==> config.mk <==
export PLATFORM = sky130hd
export DESIGN_NAME = data_cache_port0_arbiter
export DESIGN_NICKNAME = d
export VERILOG_FILES = /design/src/rtl/data_cache_port0_arbiter.sv
export SDC_FILE = /design/constraint.sdc
export NUM_CORES = 1
export LEC_CHECK = 0
export CORE_ASPECT_RATIO = 0.6
export CORE_MARGIN = 5
export CORE_UTILIZATION = 50
export CTS_BUF_LIST = sky130_fd_sc_hd__clkbuf_16
export CTS_CLUSTER_SIZE = 8
export DETAILED_ROUTE_END_ITERATION = 8
export PLACE_DENSITY = 0.69
export SYNTH_ARGS = -nofsm -noshare
export SYNTH_HDL_FRONTEND = slang
export SYNTH_SLANG_ARGS = --single-unit
==> constraint.sdc <==
create_clock -name clk_i -period 4.3 [get_ports clk_i]
set_clock_uncertainty 0.2 [all_clocks]
set_input_delay 0.43 -clock clk_i [delete_from_list [all_inputs] [get_ports clk_i]]
set_output_delay 0.43 -clock clk_i [all_outputs]
set_load 0.02 [all_outputs]
==> src/rtl/data_cache_port0_arbiter.sv <==
// Cache port 0 arbiter.
// Three requesters share data-cache port 0: external invalidate (0),
// store unit (1) and load unit (2). A grant persists until the owner
// releases it. After every release there is one dead cycle before the
// next owner is granted. Requesters that have waited STARVE_LIMIT cycles
// are promoted over the fixed priority order.
module data_cache_port0_arbiter #(
  parameter int unsigned STARVE_LIMIT = 8  // legal range 1..255
) (
  input  logic       clk_i,
  input  logic       rst_i,
  input  logic       inv_request_i,
  input  logic       stu_request_i,
  input  logic       ldu_request_i,
  input  logic [2:0] release_i,
  output logic [2:0] grant_o,
  output logic [1:0] port0_select_o,
  output logic       port0_busy_o,
  output logic [2:0] starved_o
);

  localparam logic [7:0] LIMIT = 8'(STARVE_LIMIT);

  typedef enum logic {
    IDLE  = 1'b0,
    OWNED = 1'b1
  } state_t;

  state_t     state_reg;
  state_t     state_next;
  logic [2:0] grant_reg;
  logic [2:0] grant_next;
  logic [2:0] request;
  logic [2:0] starved;
  logic [2:0] starved_request;
  logic       owner_release;

  // Bit index of the request vector matches the requester index.
  assign request         = {ldu_request_i, stu_request_i, inv_request_i};
  assign starved_request = request & starved;
  assign owner_release   = |(release_i & grant_reg);

  // Isolate the lowest set bit. This gives fixed priority with index 0 highest.
  function automatic logic [2:0] lowest_set(input logic [2:0] v);
    return v & (~v + 3'd1);
  endfunction

  // Next state and next grant. Promoted requesters take precedence in IDLE.
  always_comb begin
    state_next = state_reg;
    grant_next = grant_reg;
    case (state_reg)
      IDLE: begin
        if (|request) begin
          state_next = OWNED;
          if (|starved_request) begin
            grant_next = lowest_set(starved_request);
          end else begin
            grant_next = lowest_set(request);
          end
        end
      end
      OWNED: begin
        // Only the owner's release bit matters; the owner's request level is ignored.
        if (owner_release) begin
          state_next = IDLE;
          grant_next = 3'b000;
        end
      end
      default: begin
        state_next = IDLE;
        grant_next = 3'b000;
      end
    endcase
  end

  // State and grant registers. Reset drops any grant immediately.
  always_ff @(posedge clk_i or posedge rst_i) begin
    if (rst_i) begin
      state_reg <= IDLE;
      grant_reg <= 3'b000;
    end else begin
      state_reg <= state_next;
      grant_reg <= grant_next;
    end
  end

  // One saturating wait counter per requester.
  generate
    for (genvar gi = 0; gi < 3; gi++) begin : wait_g
      logic [7:0] count_reg;
      logic [7:0] count_next;

      // The count clears when the request drops, or when the requester holds the grant or wins it on this edge.
      always_comb begin
        count_next = count_reg;
        if (!request[gi] || grant_reg[gi] || grant_next[gi]) begin
          count_next = 8'd0;
        end else if (count_reg != LIMIT) begin
          count_next = count_reg + 8'd1;
        end
      end

      // Counter register, cleared asynchronously by reset.
      always_ff @(posedge clk_i or posedge rst_i) begin
        if (rst_i) begin
          count_reg <= 8'd0;
        end else begin
          count_reg <= count_next;
        end
      end

      assign starved[gi] = (count_reg == LIMIT);
    end
  endgenerate

  // Decode the port mux select from the registered grant.
  always_comb begin
    port0_select_o = 2'b00;
    case (grant_reg)
      3'b001:  port0_select_o = 2'b01;
      3'b010:  port0_select_o = 2'b10;
      3'b100:  port0_select_o = 2'b11;
      default: port0_select_o = 2'b00;
    endcase
  end

  assign grant_o      = grant_reg;
  assign port0_busy_o = |grant_reg;
  assign starved_o    = starved;

endmodule

==> results_dict.tcl, run 1 <==
set metrics [dict create \
    outcome "completed" \
    p_leak_nw 0.8227 \
    worstSkewPairLatency_ns 0.26 \
    grt_overflow_total 0 \
    cts_made_buffers 3 \
    ys_ff_latch 28 \
    worst_slew_pin_slew_ns 1.050 \
    fmax_mhz 316.8 \
    layout.area.seq_sq_um 700.7 \
    synth_top_area_share_pct 41.36 \
    fillers 274 \
    finalCritPeriodShare_pct 73.42 \
    core_area_sq_um 3263 \
    ys_top_cells_by_area "dfrtp_1 (41%), xor2_1 (5.7%), ha_1 (4.4%), xnor2_1 (4.1%), nor2_1 (3.5%)" \
    arrival_ns 2.53 \
    grt_max_degree 29 \
    clock_sinks 28 \
    use_met2_pct 23.45 \
    cts.path.max_buffers 2 \
    track_usage_pct 15.37 \
    rows 16 \
    crit_start "wait_g[1].count_reg[0]" \
    synth_fp_nets 183 \
    startpoint_type "flop" \
    rsz0062_at_grt "no" \
    antenna_found_initial 0 \
    synth_cell_types 50 \
    layout_commonest_cell "dfrtp_1" \
    max_slew_margin_pct 29.90 \
    dr_total_vias 1296 \
    worstReg2RegEnd "grant_o[2]" \
    path_class "flop to primary output" \
    post_cts_resized 0 \
    fin_area_sq_um 1968 \
    busiest_layer "met2" \
    critical_path_required_ns 3.67 \
    finalCriticalPeriod_ns 3.157 \
    cts-root-buf "clkbuf_16" \
    num_io_pins 17 \
    die_y_um 55.09 \
    max_cap_viol_count 0 \
    drt_iter0_drc 64 \
    worstPathCellList "inv_1, ha_1, or4b_4, or3_1, inv_2, clkdlybuf4s50_1" \
    port_buffers 16 \
    r2r-start "wait_g[1].count_reg[0]" \
    slowest_delay_ns 0.60 \
    hp-class "flop to flop" \
    synth_xor_area_share_pct 9.823 \
    setup_viol 0 \
    async_reset_ff_share_pct 100.0 \
    antenna_left 0 \
    grt_pass1_wl_um 5554 \
    grt_use_met1_pct 21.58 \
    die_w_um 85.15 \
    ir_worst_vdd_mv 0.2900 \
    start_util_pct 51.92 \
    setup.worst_path.end_class "primary output" \
    synth_top_family_by_area "simple AND/OR/NAND/NOR gates" \
    use_met3_pct 4.882 \
    reg2reg_slack_ns 2.03 \
    placed_cell_area_sq_um 1889 \
    syn_area_sq_um 1694 \
    clk_pin_slew_worst_paths_ns 0.07 \
    viasPerCell 5.635 \
    num_antenna_cells 0 \
    critPathSlowestCell "clkdlybuf4s50_1" \
    drive_gt1_share_pct 9.189 \
    place.gp.congestion 0.8297 \
    ff2ff_path_depth 6 \
    syn_to_final_growth_pct 16.17 \
    power.density_nw_per_um2 450.4 \
    wl_per_cell_um 14.47 \
    synth_mux_area_share_pct 1.846 \
    dpl.hpwl_um 2495 \
    nets 200 \
    synthAdderAreaFrac_pct 4.431 \
    tns_ns 0 \
    dieArea_sq_um 4691 \
    h-tree-depth 1 \
    ys_seq_area_share_pct 41.36 \
    crit_fanout 5 \
    synth_top_flop_cell "dfrtp_1" \
    hold_depth 2 \
    hold_buffers 0 \
    yosys_warnings 0 \
    synth_compound_area_share_pct 11.37 \
    drt_wl_total_um 3327 \
    yosys.area.top_type "dfrtp_1" \
    cts_tree "yes" \
    largest_reg_flops 24 \
    syn_inst 169 \
    drv_slew 0 \
    layout_common_cells "dfrtp_1 (28), nor2_1 (16), clkdlybuf4s50_1 (16), xor2_1 (11)" \
    avgSynthCellArea_sq_um 10.02 \
    multiInputGateArea_sq_um 930.9 \
    drc 0 \
    postCtsSetupRepairBufs 0 \
    drt_first_pass_iters 4 \
    synth_edf_count 0 \
    synth_simple_gate_area_share_pct 27.47 \
    grt_pass1_vias 1184 \
    final_hold_viol_count 0 \
    setup.worst_path.end "starved_o[1]" \
]
where the power goes:
part,internal [mW],switching [mW],leakage (nW)
Clock,0.125,0.0859,0.0385
Sequential,0.296,0.0594,0.381
Combinational,0.154,0.166,0.403
Total,0.575,0.312,0.823
stage by stage:
stage	power [mW]	cells	util, %	setup WS (ns)	hold slack, ns
2_1_floorplan	0.5722	169	-	2.070	0.2954
3_3_place_gp	0.6733	226	57.90	1.472	0.3439
3_5_place_dp	0.6798	226	57.90	1.432	0.3501
4_1_cts	0.8945	230	60.31	1.134	0.3718
5_1_grt	0.9413	230	60.31	1.064	0.4133
6_report	0.8864	230	60.31	1.143	0.3699
per-layer routing:
layer / up-vias / wire length [um]
met5: - / 0
met4: 0 / 0
met3: 0 / 254
met2: 38 / 1353
met1: 622 / 1719
li1: 636 / -
worst max-delay path, delay by kind of cell (launching register included):
kind / cells / cell delay [ns]
simple gates: 2 / 0.91
fa+ha+maj: 1 / 0.14
buf+inv: 3 / 0.79
flops: 1 / 0.42
Yosys cell counts, types with 2 or more instances:
library cell	n
nand4_1	2
xor2_1	11
dfrtp_1	28
or3_1	2
and2_1	2
inv_1	10
nand3b_1	2
nor3_1	8
a21oi_1	4
mux2i_1	2
and3_1	2
nand2_1	8
nand2b_1	5
o21ai_0	2
ha_1	6
nand3_1	10
nor3b_1	6
o211ai_1	2
nor2_1	16
nor2b_1	3
xnor2_1	8
buf_2	2
kinds of logic after synthesis:
logic type,count (synthesis)
AO/OA/AOI/OAI,22
XOR/XNOR,19
adder cells (fa/ha/maj),6
buffers and inverters,15
flip-flops,28
multiplexers,3
AND/OR/NAND/NOR,76
worst min-delay path by stage:
| stage | from | end |
|---|---|---|
| after CTS | wait_g[0].count_reg[7] | wait_g[0].count_reg[7] |
| after floorplan | rst_i | grant_o[0] |
| after global routing | wait_g[0].count_reg[4] | wait_g[0].count_reg[4] |
| after detailed placement | wait_g[0].count_reg[7] | wait_g[0].count_reg[7] |
| final | wait_g[0].count_reg[7] | wait_g[0].count_reg[7] |
| after global placement | wait_g[0].count_reg[7] | wait_g[0].count_reg[7] |
cell type report:
type,count,area share [%]
well taps,45,2.861
repair buffers,16,8.137
clock inverters,1,0.1907
multi-input cells,126,47.30
clock buffers,3,3.814
flip-flops and latches,28,35.60
inverters,11,2.098
Power figures use the tool's default switching activity.
==> run 2, diff against run 1 <==
- PLACE_DENSITY: 0.69 -> 0.72
- clock period: 4.3 -> 2.57 ns (I/O delays scaled with it)
==> run 2 against run 1 <==
Compared with the run above:
- combinational power is 85% higher
- first-iteration DRC count is 100% higher
- utilization is 2.5 points higher
- worst setup slack worse by 0.98 ns
==> results_dict.tcl, run 2 (same netlist as run 1, synthesis figures left out) <==
set metrics [dict create \
    setup_viol 0 \
    final_hold_viol_count 0 \
    crit_start "wait_g[1].count_reg[0]" \
    cts.path.max_buffers 2 \
    largest_reg_flops 24 \
    path_class "flop to primary output" \
    power.density_nw_per_um2 752.3 \
    startpoint_type "flop" \
    cts_made_buffers 3 \
    drv_slew 0 \
    track_usage_pct 16.98 \
    layout_common_cells "dfrtp_1 (28), nor2_1 (16), clkdlybuf4s50_1 (13), xor2_1 (11)" \
    grt_max_degree 29 \
    port_buffers 16 \
    max_slew_margin_pct 62.02 \
    use_met3_pct 5.325 \
    hold_buffers 0 \
    fmax_mhz 415.3 \
    clock_sinks 28 \
    core_area_sq_um 3263 \
    dr_total_vias 1349 \
    rows 16 \
    die_y_um 55.09 \
    grt_pass1_wl_um 6065 \
    drt_wl_total_um 3629 \
    reg2reg_slack_ns 0.25 \
    ff2ff_path_depth 7 \
    setup_slack_ns 0.1622 \
    wl_per_cell_um 15.12 \
    cts-root-buf "clkbuf_16" \
    busiest_layer "met2" \
    worstReg2RegEnd "grant_o[2]" \
    postCtsSetupRepairBufs 0 \
    layout_commonest_cell "dfrtp_1" \
    drc 0 \
    place.gp.congestion 0.8209 \
    rsz0062_at_grt "no" \
    clk_pin_slew_worst_paths_ns 0.07 \
    cts_tree "yes" \
    antenna_found_initial 0 \
    fillers 268 \
    h-tree-depth 1 \
    setup.worst_path.end_class "primary output" \
    drt_first_pass_iters 4 \
    dp_slack_ns 0.009495 \
    syn_to_final_growth_pct 20.90 \
    ir_worst_vdd_mv 0.6194 \
    crit_fanout 2 \
    grt_pass1_vias 1273 \
    hp-class "input port to async pin" \
    grt_use_met1_pct 22.11 \
    outcome "completed" \
    p_leak_nw 0.9140 \
    drive_gt1_share_pct 14.87 \
    die_w_um 85.15 \
    critical_path_required_ns 2.11 \
    tns_ns 0 \
    antenna_left 0 \
    grt_overflow_total 0 \
    dieArea_sq_um 4691 \
    finalCritPeriodShare_pct 93.69 \
    nets 210 \
    setup.worst_path.end "starved_o[1]" \
    dpl.hpwl_um 2764 \
    num_io_pins 17 \
    start_util_pct 51.92 \
    r2r-start "wait_g[1].count_reg[0]" \
    use_met2_pct 27.32 \
    worstSkewPairLatency_ns 0.26 \
    arrival_ns 1.95 \
    max_cap_viol_count 0 \
    viasPerCell 5.621 \
    worst_slew_pin_slew_ns 0.5617 \
    num_antenna_cells 0 \
    drt_iter0_drc 128 \
    finalCriticalPeriod_ns 2.408 \
]
run 2: stage by stage:
stage,hold slack [ns],power [mW],instances,util (%),instance area [sq um]
4_1_cts,0.1649,1.546,240,62.77,2048
2_1_floorplan,0.1224,0.9574,169,-,1694
6_report,0.1512,1.541,240,62.77,2048
3_5_place_dp,0.3756,1.189,236,60.20,1964
3_3_place_gp,0.3620,1.166,236,60.20,1964
5_1_grt,0.1969,1.630,240,62.77,2048
run 2: timing repair:
item                       in CTS  in global routing
setup endpoints to repair       2                  3
resized for setup               3                  3
gates cloned                    0                  0
run 2: worst max-delay path, stage by stage, from the launching register on:
cell	delay (ns)
dfrtp_1	0.38
inv_1	0.08
ha_1	0.15
or4b_4	0.45
or3_1	0.39
inv_2	0.07
clkbuf_2	0.16
run 2: worst min-delay path by stage:
stage	start	end	slack [ns]	depth (start not counted)
floorplan	rst_i	grant_o[0]	0.12	1
global placement	wait_g[1].count_reg[0]	wait_g[1].count_reg[0]	0.36	3
detailed placement	wait_g[1].count_reg[6]	wait_g[1].count_reg[6]	0.38	2
CTS	rst_i	wait_g[1].count_reg[5]	0.16	3
global route	rst_i	wait_g[1].count_reg[7]	0.20	3
finish	rst_i	wait_g[1].count_reg[1]	0.15	3
run 2: final cells by class:
cell class                 count  area (sq um)  share of cell area, %
multi-input combinational    126         935.9                  45.69
sequential                    28         700.7                  34.21
timing repair buffer          26         235.2                  11.48
clock buffer                   3         75.07                  3.665
tap                           45         56.30                  2.749
inverter                      11         41.29                  2.016
clock inverter                 1         3.754                 0.1833
run 2: report_power, final:
group	internal [mW]	switching, mW
logic	0.293	0.298
registers	0.496	0.0999
clock network	0.209	0.145
total	0.998	0.543
run 2: metal layers:
metal  routed length (um)  up-vias
li1                     -      651
met1                 1801      652
met2                 1530       42
met3                  273        4
met4                   24        0
met5                    0        -
